==> src/rtl/ttl_74259_sync.sv <==
// ttl_74259_sync -- synchronous model of an SN74LS259 8-bit addressable latch.
// One data bit D is steered by address S into one of eight storage bits. Updates
// happen only at a strobe instant, which is either a detected falling edge of Cen
// (EDGE_CEN=1) or any cycle with Cen high (EDGE_CEN=0).
//
// Ports:
//   clk        system clock, rising edge
//   VIDEO_RST  asynchronous active-high reset
//   Cen        enable strobe
//   Gn         latch enable, active low
//   CLRn       clear, active low
//   S[2:0]     bit address
//   D          data bit
//   Q[7:0]     latched outputs
//   Qn[7:0]    complement of Q
//   upd        high for one clk after every strobe instant (including memory mode)
module ttl_74259_sync #(
  parameter logic [7:0] RESET_VALUE = 8'h00,
  parameter bit         EDGE_CEN    = 1'b1
) (
  input  logic       clk,
  input  logic       VIDEO_RST,
  input  logic       Cen,
  input  logic       Gn,
  input  logic       CLRn,
  input  logic [2:0] S,
  input  logic       D,
  output logic [7:0] Q,
  output logic [7:0] Qn,
  output logic       upd
);

  logic       last_cen;
  logic       strobe;
  logic [7:0] q_next;

  // last_cen resets high so the first Cen=0 after reset is seen as a falling edge.
  assign strobe = EDGE_CEN ? (~Cen & last_cen) : Cen;

  // Per-bit next value, collapsing the four {Gn,CLRn} modes:
  //   Gn=0: addressed bit takes D; others hold (CLRn=1) or clear (CLRn=0).
  //   Gn=1: all bits hold (CLRn=1) or clear (CLRn=0).
  for (genvar i = 0; i < 8; i++) begin : g_bit
    logic hit;
    assign hit       = (S == 3'(i));
    assign q_next[i] = Gn ? (CLRn & Q[i]) : (hit ? D : (CLRn & Q[i]));
  end

  always_ff @(posedge clk or posedge VIDEO_RST) begin
    if (VIDEO_RST) begin
      Q        <= RESET_VALUE;
      upd      <= 1'b0;
      last_cen <= 1'b1;
    end else begin
      last_cen <= Cen;
      upd      <= strobe;
      if (strobe) Q <= q_next;
    end
  end

  assign Qn = ~Q;

endmodule

==> config.mk <==
export PLATFORM = sky130hd
export DESIGN_NAME = ttl_74259_sync
export DESIGN_NICKNAME = d
export VERILOG_FILES = /design/src/rtl/ttl_74259_sync.sv
export SDC_FILE = /design/constraint.sdc
export NUM_CORES = 1
export LEC_CHECK = 0
export BUFFER_PORTS_ARGS = -buffer_cell sky130_fd_sc_hd__buf_2
export CAP_MARGIN = 15
export CORE_AREA = 3 3 40 42
export DETAILED_ROUTE_END_ITERATION = 10
export DIE_AREA = 0 0 43 45
export GPL_ROUTABILITY_DRIVEN = 0
export GPL_TIMING_DRIVEN = 0
export PLACE_DENSITY_LB_ADDON = 0.05
export SKIP_CTS_REPAIR_TIMING = 1
export SYNTH_ARGS = -nofsm -noshare
export SYNTH_HDL_FRONTEND = slang
export SYNTH_SLANG_ARGS = --single-unit
==> constraint.sdc <==
create_clock -name clk -period 3.3 [get_ports clk]
set_input_delay 0.825 -clock clk [delete_from_list [all_inputs] [get_ports clk]]
set_output_delay 0.825 -clock clk [all_outputs]
set_load 0.005 [all_outputs]
* Word level (Yosys, flattened, before mapping)
Index checks and enable logic that the tools add are counted.
** Cells by class
- Equality and inequality tests :: 7
- Multiplexer cells :: 16
- Bitwise gates (word level) :: 11
- Reductions and logical operators :: 1
** Operators with widths (count)
- $mux 1 :: 16
- $eq 3x3->1 const B :: 4
- $and 1x1->1 :: 9
- $not 8->8 :: 1
- $eq 3x2->1 const B :: 2
- $eq 3x1->1 const B :: 1
- $logic_not 3->1 :: 1
- $not 1->1 :: 1
** Storage, ports and cells
- Bits in registers :: 10
- Input port bits :: 9
- Output and inout bits :: 17
- Logic and storage cells :: 38

* Longest topological paths before layout
Gate-level depths: netlist of run 1.
- Word-level depth :: 3
- Mapped depth :: 4
- Gate-level depth less buffers :: 3

* Least setup slack after synthesis of run 1
OpenSTA, ideal clock, no wires.
- Path kind :: input port to flip-flop
- Start point :: in Cen
- End point :: reg Q[0]
- Setup time :: 0.129 ns
- Arrival time :: 1.442 ns
- Required time :: 3.171 ns
- Slack :: 1.729 ns
- Stages on the path :: 4
- Path buffers :: 1
- Cells stage by stage :: or3b_1 > buf_2 > nand2_1 > mux2i_1
** On the way
- Longest elaborated chain between the ends :: 2
** RTL lines
- from (decl) :: RTL line 23 : input logic Cen,
- $not 1->1 :: RTL line 38 : assign strobe = EDGE_CEN ? (~Cen & last_cen) : Cen;
- $and 1x1->1 :: RTL line 38
- to (signal assigned) :: RTL line 57 : if (strobe) Q <= q_next;
- to (decl) :: RTL line 28 : output logic [7:0] Q,
Every way passes these cells.
A chain may end at the register's enable or synchronous reset.

* Worst setup path in the final report of run 1
- Start point :: reg Q[1]
- End point :: out Qn[1]
** On the way
- Longest elaborated chain between the ends :: 1
** RTL lines
- $not 8->8 :: RTL line 61 : assign Qn = ~Q;
- to (decl) :: RTL line 29 : output logic [7:0] Qn,
Every way passes these cells.

==> results of run 1 <==
[worst paths after layout]
kind                                            to  cells past startpoint  slack [ns]
worst max-delay path                         Qn[1]                      2        1.67
worst min-delay path              Q[2]$_DFFE_PP0P_                      2        0.53
worst min register to register    Q[2]$_DFFE_PP0P_                      2        0.54
worst max register to register    Q[0]$_DFFE_PP0P_                      4        1.98
min in group clk                  Q[2]$_DFFE_PP0P_                      2        0.54
max in group asynchronous       last_cen$_DFF_PP1_                      2        2.45
[flip-flops by register name, indices dropped and copies added (netlist names)]
| register | count |
|---|---|
| upd | 1 |
| last_cen | 1 |
| Q | 8 |
[area by class of cell]
type | count | area, um2 | share of cell area, %
buffer | 1 | 5.00 | 0.734
clock buffer | 4 | 26.3 | 3.85
inverter | 10 | 37.5 | 5.50
multi-input combinational | 31 | 218 | 31.9
sequential | 10 | 251 | 36.9
tap | 15 | 18.8 | 2.75
timing repair buffer | 25 | 125 | 18.3
[cell families after synthesis]
group | share of synthesized area, %
AND/OR/NAND/NOR | 26.9
buffers and inverters | 8.31
flip-flops | 49.1
multiplexers | 15.6
[power groups by stage]
stage | logic [uW] | clock network (uW) | registers [uW]
floorplan | 16.6 | 0 | 136
global placement | 38.0 | 0 | 135
detailed placement | 38.3 | 0 | 136
CTS | 38.5 | 89.9 | 133
global route | 42.5 | 94.4 | 134
finish | 37.7 | 85.1 | 133
[layout by cell type (no fill, tap or decap), types with 2 or more instances in the layout]
cell type | Yosys | layout
sky130_fd_sc_hd__buf_2 | 1 | 26
sky130_fd_sc_hd__nand2_1 | 14 | 14
sky130_fd_sc_hd__inv_1 | 10 | 10
sky130_fd_sc_hd__dfrtp_1 | 9 | 9
sky130_fd_sc_hd__mux2i_1 | 8 | 8
sky130_fd_sc_hd__clkbuf_4 | 0 | 3
sky130_fd_sc_hd__nor2b_1 | 2 | 2
[routing by layer]
layer,part of all wire (%),GRT usage [%],wire [um],up-vias
li1,-,-,-,221
met1,44,15.3,450,200
met2,48,16.5,498,13
met3,7.3,2.39,75,2
met4,0.49,7.23,5,0
met5,0,0,0,-
[critical path, stage by stage (launching register included)]
cell and delay, ns:
sky130_fd_sc_hd__dfrtp_1 0.40, sky130_fd_sc_hd__inv_1 0.05, sky130_fd_sc_hd__buf_2 0.10
[per-stage QoR]
| stage | utilization, % | power [uW] | setup WS (ns) |
|---|---|---|---|
| floorplan | - | 153 | 1.73 |
| global placement | 51.0 | 174 | 1.52 |
| detailed placement | 51.0 | 174 | 1.51 |
| CTS | 53.1 | 262 | 1.65 |
| global route | 53.1 | 271 | 1.61 |
| finish | 53.1 | 256 | 1.67 |
==> report_table.html, run 1 <==
<table>
<tr><th>Metric</th><th>Value</th></tr>
<tr><th colspan="2">Synth</th></tr>
<tr><td>Most frequent cell after synthesis</td><td>sky130_fd_sc_hd__nand2_1</td></tr>
<tr><td>Fraction of registers with async set or reset after synthesis</td><td>100%</td></tr>
<tr><td>Post-synth top flop</td><td>sky130_fd_sc_hd__dfrtp_1</td></tr>
<tr><td>Post-synthesis area per instance</td><td>9.84 um2</td></tr>
<tr><td>Number of enable flip-flop cells after synthesis</td><td>0</td></tr>
<tr><td>Leading cell types by total area after synthesis</td><td>sky130_fd_sc_hd__dfrtp_1, sky130_fd_sc_hd__mux2i_1, sky130_fd_sc_hd__nand2_1, sky130_fd_sc_hd__inv_1, sky130_fd_sc_hd__dfstp_2</td></tr>
<tr><td>List of most frequent post-synthesis cells</td><td>sky130_fd_sc_hd__nand2_1, sky130_fd_sc_hd__inv_1, sky130_fd_sc_hd__dfrtp_1</td></tr>
<tr><td>Cell area after synthesis</td><td>around 510 um2</td></tr>
<tr><td>Share of Yosys cell area claimed by the top area cell type</td><td>44.0%</td></tr>
<tr><td>Cell variety after synth</td><td>14</td></tr>
<tr><td>Register bit total from synthesis</td><td>10</td></tr>
<tr><td>Warning count from the yosys run</td><td>0</td></tr>
<tr><td>Instance count of the mapped netlist</td><td>52</td></tr>
<tr><td>Sequential element share of the synthesized area</td><td>49.1%</td></tr>
<tr><td>Net Count, Synth</td><td>just over 60</td></tr>
<tr><td>Synth area leader</td><td>sky130_fd_sc_hd__dfrtp_1</td></tr>
<tr><th colspan="2">Timing</th></tr>
<tr><td>Worst clock skew</td><td>approximately 0.0062 ns</td></tr>
<tr><td>Worst-margin pin slew</td><td>0.385 ns</td></tr>
<tr><td>Final Hold Slack</td><td>0.528 ns</td></tr>
<tr><td>Highest clock rate</td><td>between 0.6 and 0.7 GHz</td></tr>
<tr><td>Setup-failing EPs final</td><td>0</td></tr>
<tr><td>Setup repair after global routing missed its margin</td><td>false</td></tr>
<tr><td>Final Hold Violating Endpoints</td><td>0</td></tr>
<tr><td>Fin. max-slew vios</td><td>0</td></tr>
<tr><td>Min Tclk post-route</td><td>1.63 ns</td></tr>
<tr><td>Final critical-path share of the clock period</td><td>49.4%</td></tr>
<tr><td>Setup TNS</td><td>0 ns</td></tr>
<tr><td>Worst max-slew margin expressed relative to the limit</td><td>74.3%</td></tr>
<tr><th colspan="2">Pwr</th></tr>
<tr><td>Total leakage power</td><td>between 0.0003 and 0.0004 uW</td></tr>
<tr><td>Reported net switching power</td><td>62.1 uW</td></tr>
<tr><td>Sw Share</td><td>about a quarter</td></tr>
<tr><td>PwrDens</td><td>376 nW/um2</td></tr>
<tr><td>Internal power summed over all cells</td><td>194 uW</td></tr>
<tr><td>Power share of the combinational group</td><td>14.7%</td></tr>
<tr><td>Clock Power Share</td><td>33.2%</td></tr>
<tr><td>Seq pwr share</td><td>52.1%</td></tr>
<tr><td>Highest ir drop seen on vdd</td><td>roughly 240 uV</td></tr>
<tr><th colspan="2">Clock network</th></tr>
<tr><td>Total CTS buffers</td><td>3</td></tr>
<tr><td>Clock tree from TritonCTS</td><td>done</td></tr>
<tr><td>TritonCTS sink count</td><td>10</td></tr>
<tr><td>Number of H-tree levels</td><td>1</td></tr>
<tr><td>CTS Buffer Depth</td><td>2</td></tr>
<tr><td>Source-to-sink clock delay at the later pin of the worst-skew pair</td><td>0.26 ns</td></tr>
<tr><td>Master cell of the clock root buffer</td><td>sky130_fd_sc_hd__clkbuf_4</td></tr>
<tr><td>Clock edge transition at the registers on the reported setup and hold paths</td><td>0.06 ns</td></tr>
<tr><th colspan="2">Die</th></tr>
<tr><td>Ports</td><td>26</td></tr>
<tr><td>Die Footprint</td><td>1940 um2</td></tr>
<tr><td>Core region area</td><td>1280 um2</td></tr>
<tr><td>Vertical die dimension</td><td>between 40 and 50 um</td></tr>
<tr><td>Number of core rows</td><td>13</td></tr>
<tr><td>Die width</td><td>43 um</td></tr>
<tr><td>Starting Density</td><td>39.8%</td></tr>
<tr><th colspan="2">Drt</th></tr>
<tr><td>DRT Pass-1 Iters</td><td>2</td></tr>
<tr><td>Post-DRT Antenna Nets</td><td>0</td></tr>
<tr><td>Post-DR wirelength/cell</td><td>10.7 um</td></tr>
<tr><td>Vias per std cell</td><td>4.54</td></tr>
<tr><td>Count of vias placed by the detailed router</td><td>436</td></tr>
<tr><td>Violation count after the first detailed-route iteration</td><td>8</td></tr>
<tr><td>Post-route DRC violation count</td><td>0</td></tr>
<tr><td>Final wirelength</td><td>roughly 1000 um</td></tr>
<tr><th colspan="2">Finish</th></tr>
<tr><td>Layout overhead on the synthesized area</td><td>33.3%</td></tr>
<tr><td>Share of cells above drive strength 1</td><td>a little over two fifths</td></tr>
<tr><td>Finished Layout Cells</td><td>96</td></tr>
<tr><td>Post-layout instance area</td><td>682 um2</td></tr>
<tr><td>Fill cell total of the finished layout</td><td>129</td></tr>
<tr><td>Number of nets in the final layout</td><td>91</td></tr>
<tr><td>Final antenna diode count</td><td>0</td></tr>
<tr><th colspan="2">Critical path</th></tr>
<tr><td>Worst setup path category</td><td>register to output port</td></tr>
<tr><td>Critical register-to-register path startpoint</td><td>last_cen$_DFF_PP1_</td></tr>
<tr><td>Critical path required time</td><td>approximately 2.5 ns</td></tr>
<tr><td>Startpoint types</td><td>register</td></tr>
<tr><td>Worst setup EP type</td><td>output port</td></tr>
<tr><td>Crit path DAT</td><td>slightly above 0.8 ns</td></tr>
<tr><td>Crit-path max FO</td><td>3</td></tr>
<tr><td>Critical Path Start</td><td>Q[1]$_DFFE_PP0P_</td></tr>
<tr><th colspan="2">Run</th></tr>
<tr><td>Number of maximum-capacitance constraint violations</td><td>0</td></tr>
<tr><th colspan="2">Outcome</th></tr>
<tr><td>Status</td><td>finished, final reports clean</td></tr>
<tr><th colspan="2">Global route</th></tr>
<tr><td>First-pass GRT wire length</td><td>1610 um</td></tr>
<tr><td>GRT Total Usage</td><td>around 11%</td></tr>
<tr><td>Pin count of the biggest net entering global routing</td><td>11</td></tr>
<tr><td>Number of global-route vias before repair</td><td>around 380</td></tr>
<tr><td>Final global-route overflow total</td><td>0</td></tr>
<tr><td>Number of antenna violations at the first check in global routing</td><td>0</td></tr>
<tr><th colspan="2">Placement</th></tr>
<tr><td>Instance area at placement</td><td>656 um2</td></tr>
<tr><td>Post-detailed-placement half-perimeter wirelength</td><td>796 um</td></tr>
<tr><td>Number of port buffers</td><td>25</td></tr>
<tr><td>Inst Count DP</td><td>92</td></tr>
<tr><th colspan="2">Min path</th></tr>
<tr><td>Class of the most critical hold timing path</td><td>input pin to async pin</td></tr>
</table>
Note: power is estimated with default switching activity, not from simulation.
==> run 2: changes to the inputs <==
--- a/config.mk
+++ b/config.mk
@@ -5,11 +5,12 @@
 export SDC_FILE = /design/constraint.sdc
 export NUM_CORES = 1
 export LEC_CHECK = 0
+export ABC_AREA = 1
 export BUFFER_PORTS_ARGS = -buffer_cell sky130_fd_sc_hd__buf_2
 export CAP_MARGIN = 15
-export CORE_AREA = 3 3 40 42
+export CORE_AREA = 3 3 41 43
 export DETAILED_ROUTE_END_ITERATION = 10
-export DIE_AREA = 0 0 43 45
+export DIE_AREA = 0 0 44 46
 export GPL_ROUTABILITY_DRIVEN = 0
 export GPL_TIMING_DRIVEN = 0
 export PLACE_DENSITY_LB_ADDON = 0.05
==> constraint.sdc (replaced) <==
create_clock -name clk -period 1.7 [get_ports clk]
set_input_delay 0.425 -clock clk [delete_from_list [all_inputs] [get_ports clk]]
set_output_delay 0.425 -clock clk [all_outputs]
set_load 0.005 [all_outputs]
==> report_table.html, run 2 <==
<table>
<tr><th>Metric</th><th>Value</th></tr>
<tr><th colspan="2">Critical path</th></tr>
<tr><td>Critical path buffers and inverters</td><td>2 (unchanged)</td></tr>
<tr><td>Critical path depth</td><td>2 (unchanged)</td></tr>
<tr><td>Startpoint types</td><td>register</td></tr>
<tr><td>Worst path cell trace</td><td>inv_1 -&gt; buf_2</td></tr>
<tr><td>Critical path required time</td><td>1.27 ns (-1.20 ns)</td></tr>
<tr><td>Crit-path max FO</td><td>3 (unchanged)</td></tr>
<tr><td>CP max stage delay</td><td>0.39 ns (about the same)</td></tr>
<tr><td>Max stage delay cell, worst path</td><td>sky130_fd_sc_hd__dfrtp_1</td></tr>
<tr><td>R2r worst-path depth</td><td>5 (+1)</td></tr>
<tr><td>Crit path DAT</td><td>0.81 ns (about the same)</td></tr>
<tr><td>Worst setup EP type</td><td>output port</td></tr>
<tr><td>Worst setup path category</td><td>register to output port</td></tr>
<tr><td>Kind of cell with the highest combined delay on the critical path</td><td>flip-flops</td></tr>
<tr><th colspan="2">Finish</th></tr>
<tr><td>Post-Route Utilization</td><td>57.4% (+4.3 points)</td></tr>
<tr><td>Number of nets in the final layout</td><td>128 (+41%)</td></tr>
<tr><td>Final antenna diode count</td><td>0 (unchanged)</td></tr>
<tr><td>Most common cell after layout, fill and taps aside</td><td>sky130_fd_sc_hd__nand2_1</td></tr>
<tr><td>Area occupied by multi-input gates</td><td>246 um2 (+13%)</td></tr>
<tr><td>Reg area</td><td>251 um2 (unchanged)</td></tr>
<tr><td>Largest registers ranked by flip-flop count</td><td>Q: 8 flops, last_cen: 1 flops, upd: 1 flops</td></tr>
<tr><td>Number of flip-flops in the largest register</td><td>8 (unchanged)</td></tr>
<tr><td>Share of cells above drive strength 1</td><td>30.5% (-11 points)</td></tr>
<tr><td>Commonest cells after routing, fill and taps aside</td><td>sky130_fd_sc_hd__nand2_1, sky130_fd_sc_hd__buf_2, sky130_fd_sc_hd__inv_1</td></tr>
<tr><td>Reg with most FFs</td><td>Q</td></tr>
<tr><td>Layout overhead on the synthesized area</td><td>28.6%</td></tr>
<tr><td>Fill cell total of the finished layout</td><td>138 (+7.0%)</td></tr>
<tr><th colspan="2">Drt</th></tr>
<tr><td>Vias per std cell</td><td>4.32 (-4.8%)</td></tr>
<tr><td>Final wirelength</td><td>1240 um (+20%)</td></tr>
<tr><td>Post-DRT Antenna Nets</td><td>0 (unchanged)</td></tr>
<tr><td>Post-DR wirelength/cell</td><td>9.31 um (-13%)</td></tr>
<tr><td>Post-route DRC violation count</td><td>0 (unchanged)</td></tr>
<tr><td>DRT Pass-1 Iters</td><td>6 (+4)</td></tr>
<tr><td>Count of vias placed by the detailed router</td><td>575 (+32%)</td></tr>
<tr><td>Violation count after the first detailed-route iteration</td><td>7 (-1)</td></tr>
<tr><th colspan="2">Synth</th></tr>
<tr><td>Warning count from the yosys run</td><td>0 (unchanged)</td></tr>
<tr><td>Share of Yosys cell area claimed by the top area cell type</td><td>37.8% (-6.2 points)</td></tr>
<tr><td>Net Count, Synth</td><td>98 (+61%)</td></tr>
<tr><td>Post-synth top flop</td><td>sky130_fd_sc_hd__dfrtp_1</td></tr>
<tr><td>Most frequent cell after synthesis</td><td>sky130_fd_sc_hd__nand2_1</td></tr>
<tr><td>Instance count of the mapped netlist</td><td>89 (+71%)</td></tr>
<tr><td>Fraction of registers with async set or reset after synthesis</td><td>100% (unchanged)</td></tr>
<tr><td>Register bit total from synthesis</td><td>10 (unchanged)</td></tr>
<tr><td>Number of enable flip-flop cells after synthesis</td><td>0 (unchanged)</td></tr>
<tr><td>Post-synthesis area per instance</td><td>6.69 um2 (-32%)</td></tr>
<tr><td>Synth area leader</td><td>sky130_fd_sc_hd__dfrtp_1</td></tr>
<tr><td>List of most frequent post-synthesis cells</td><td>sky130_fd_sc_hd__nand2_1, sky130_fd_sc_hd__inv_1, sky130_fd_sc_hd__nand3_1</td></tr>
<tr><td>Leading cell types by total area after synthesis</td><td>sky130_fd_sc_hd__dfrtp_1, sky130_fd_sc_hd__nand2_1, sky130_fd_sc_hd__inv_1, sky130_fd_sc_hd__nand3_1, sky130_fd_sc_hd__nor2_4</td></tr>
<tr><td>Sequential element share of the synthesized area</td><td>42.2% (-6.9 points)</td></tr>
<tr><td>Cell variety after synth</td><td>10 (-4)</td></tr>
<tr><td>Cell area after synthesis</td><td>596 um2 (+16%)</td></tr>
<tr><th colspan="2">Clock network</th></tr>
<tr><td>Clock tree from TritonCTS</td><td>done</td></tr>
<tr><td>Clock edge transition at the registers on the reported setup and hold paths</td><td>0.07 ns (about the same)</td></tr>
<tr><td>Number of H-tree levels</td><td>1 (unchanged)</td></tr>
<tr><td>Master cell of the clock root buffer</td><td>sky130_fd_sc_hd__clkbuf_4</td></tr>
<tr><td>TritonCTS sink count</td><td>10 (unchanged)</td></tr>
<tr><td>CTS Buffer Depth</td><td>2 (unchanged)</td></tr>
<tr><td>Source-to-sink clock delay at the later pin of the worst-skew pair</td><td>0.27 ns (about the same)</td></tr>
<tr><td>Total CTS buffers</td><td>3 (unchanged)</td></tr>
<tr><th colspan="2">Run</th></tr>
<tr><td>Number of maximum-capacitance constraint violations</td><td>0 (unchanged)</td></tr>
<tr><th colspan="2">Timing</th></tr>
<tr><td>Final critical-path share of the clock period</td><td>72.8%</td></tr>
<tr><td>Worst-margin pin slew</td><td>0.403 ns (+0.0173 ns)</td></tr>
<tr><td>Worst clock skew</td><td>0.00328 ns (-0.00292 ns)</td></tr>
<tr><td>Highest clock rate</td><td>0.809 GHz</td></tr>
<tr><td>Worst max-slew margin expressed relative to the limit</td><td>73.1% (-1.2 points)</td></tr>
<tr><td>Min Tclk post-route</td><td>around 1.2 ns</td></tr>
<tr><td>Setup repair after global routing missed its margin</td><td>false</td></tr>
<tr><td>Fin. max-slew vios</td><td>0 (unchanged)</td></tr>
<tr><td>Final Hold Violating Endpoints</td><td>0 (unchanged)</td></tr>
<tr><td>Setup-failing EPs final</td><td>0 (unchanged)</td></tr>
<tr><td>Setup TNS</td><td>0 ns (unchanged)</td></tr>
<tr><th colspan="2">Pwr</th></tr>
<tr><td>Highest ir drop seen on vdd</td><td>424 uV (+77%)</td></tr>
<tr><td>PwrDens</td><td>716 nW/um2 (+91%)</td></tr>
<tr><td>Total leakage power</td><td>0.000487 uW (+27%)</td></tr>
<tr><th colspan="2">Min path</th></tr>
<tr><td>Class of the most critical hold timing path</td><td>input pin to async pin</td></tr>
<tr><th colspan="2">Placement</th></tr>
<tr><td>Post-detailed-placement half-perimeter wirelength</td><td>968 um (+22%)</td></tr>
<tr><td>Number of port buffers</td><td>25 (unchanged)</td></tr>
<tr><th colspan="2">Global route</th></tr>
<tr><td>Final global-route overflow total</td><td>0 (unchanged)</td></tr>
<tr><td>GRT Total Usage</td><td>14.7% (+3.4 points)</td></tr>
<tr><td>Pin count of the biggest net entering global routing</td><td>11 (unchanged)</td></tr>
<tr><td>Number of global-route vias before repair</td><td>492 (+31%)</td></tr>
<tr><td>Number of antenna violations at the first check in global routing</td><td>0 (unchanged)</td></tr>
<tr><td>First-pass GRT wire length</td><td>2120 um (+32%)</td></tr>
<tr><th colspan="2">Die</th></tr>
<tr><td>Die width</td><td>44 um (+2.3%)</td></tr>
<tr><td>Number of core rows</td><td>13 (unchanged)</td></tr>
<tr><td>Starting Density</td><td>44.7% (+4.8 points)</td></tr>
<tr><td>Die Footprint</td><td>2020 um2 (+4.6%)</td></tr>
<tr><td>Vertical die dimension</td><td>46 um (+2.2%)</td></tr>
<tr><td>Core region area</td><td>1330 um2 (+3.8%)</td></tr>
<tr><td>Ports</td><td>26 (unchanged)</td></tr>
<tr><th colspan="2">Outcome</th></tr>
<tr><td>Status</td><td>finished, final reports clean</td></tr>
</table>
==> run 2: cell types whose count changed in the layout (fill, tap and decap cells not counted), moves of 2 or more <==
| cell | delta |
|---|---|
| sky130_fd_sc_hd__nor2_1 | +4 |
| sky130_fd_sc_hd__inv_2 | +2 |
| sky130_fd_sc_hd__nor2_4 | +3 |
| sky130_fd_sc_hd__nand3_1 | +12 |
| sky130_fd_sc_hd__mux2i_1 | -8 |
| sky130_fd_sc_hd__nor2b_1 | -2 |
| sky130_fd_sc_hd__nand2_1 | +16 |
| sky130_fd_sc_hd__inv_1 | +14 |
==> run 2: logic make-up (layout without fill, tap and decap cells) <==
family	Yosys count	count (layout)	share of synthesized area (%)
buffers and inverters	26	55	16.4
and+or+nand+nor	53	53	41.4
DFF	10	10	42.2
==> run 2: worst paths after layout <==
check,from,endpoint,slack [ns]
worst max-delay path,Q[1]$_DFFE_PP0P_,Qn[1],0.46
worst min-delay path,VIDEO_RST,Q[3]$_DFFE_PP0P_,0.13
worst max register to register,last_cen$_DFF_PP1_,Q[7]$_DFFE_PP0P_,0.55
worst min register to register,last_cen$_DFF_PP1_,upd$_DFF_PP0_,0.53
max in group asynchronous,VIDEO_RST,last_cen$_DFF_PP1_,1.25
min in group clk,Cen,last_cen$_DFF_PP1_,0.29
==> run 2: cell type report <==
type                    count  area share, %
clock buffers               4           3.43
inverters                  26           12.7
multi-input cells          53           32.2
flip-flops and latches     10           32.8
well taps                  15           2.45
repair buffers             25           16.3
==> run 2: stage by stage <==
step | hold slack, ns | setup slack, ns | area (um2) | total power (uW) | std cells
after global placement | 0.426 | 0.514 | 739 | 376 | 129
after CTS | 0.146 | 0.452 | 766 | 558 | 133
after floorplan | 0.264 | 0.642 | 596 | 328 | 89
final | 0.128 | 0.463 | 766 | 548 | 133
after detailed placement | 0.438 | 0.498 | 739 | 379 | 129
after global routing | 0.161 | 0.415 | 766 | 590 | 133
==> run 2: report_power, final <==
group	switching (uW)	total, uW	internal (uW)
Sequential	10.6	266	255
Combinational	62.4	107	44.5
Clock	85.2	176	90.8
==> run 2: layer usage <==
metal / GRT usage [%] / wire length, um / vias to the layer above
li1: - / - / 313
met1: 20.0 / 611 / 239
met2: 21.5 / 511 / 21
met3: 2.37 / 94 / 2
met4: 9.04 / 21 / 0
met5: 0 / 0 / -
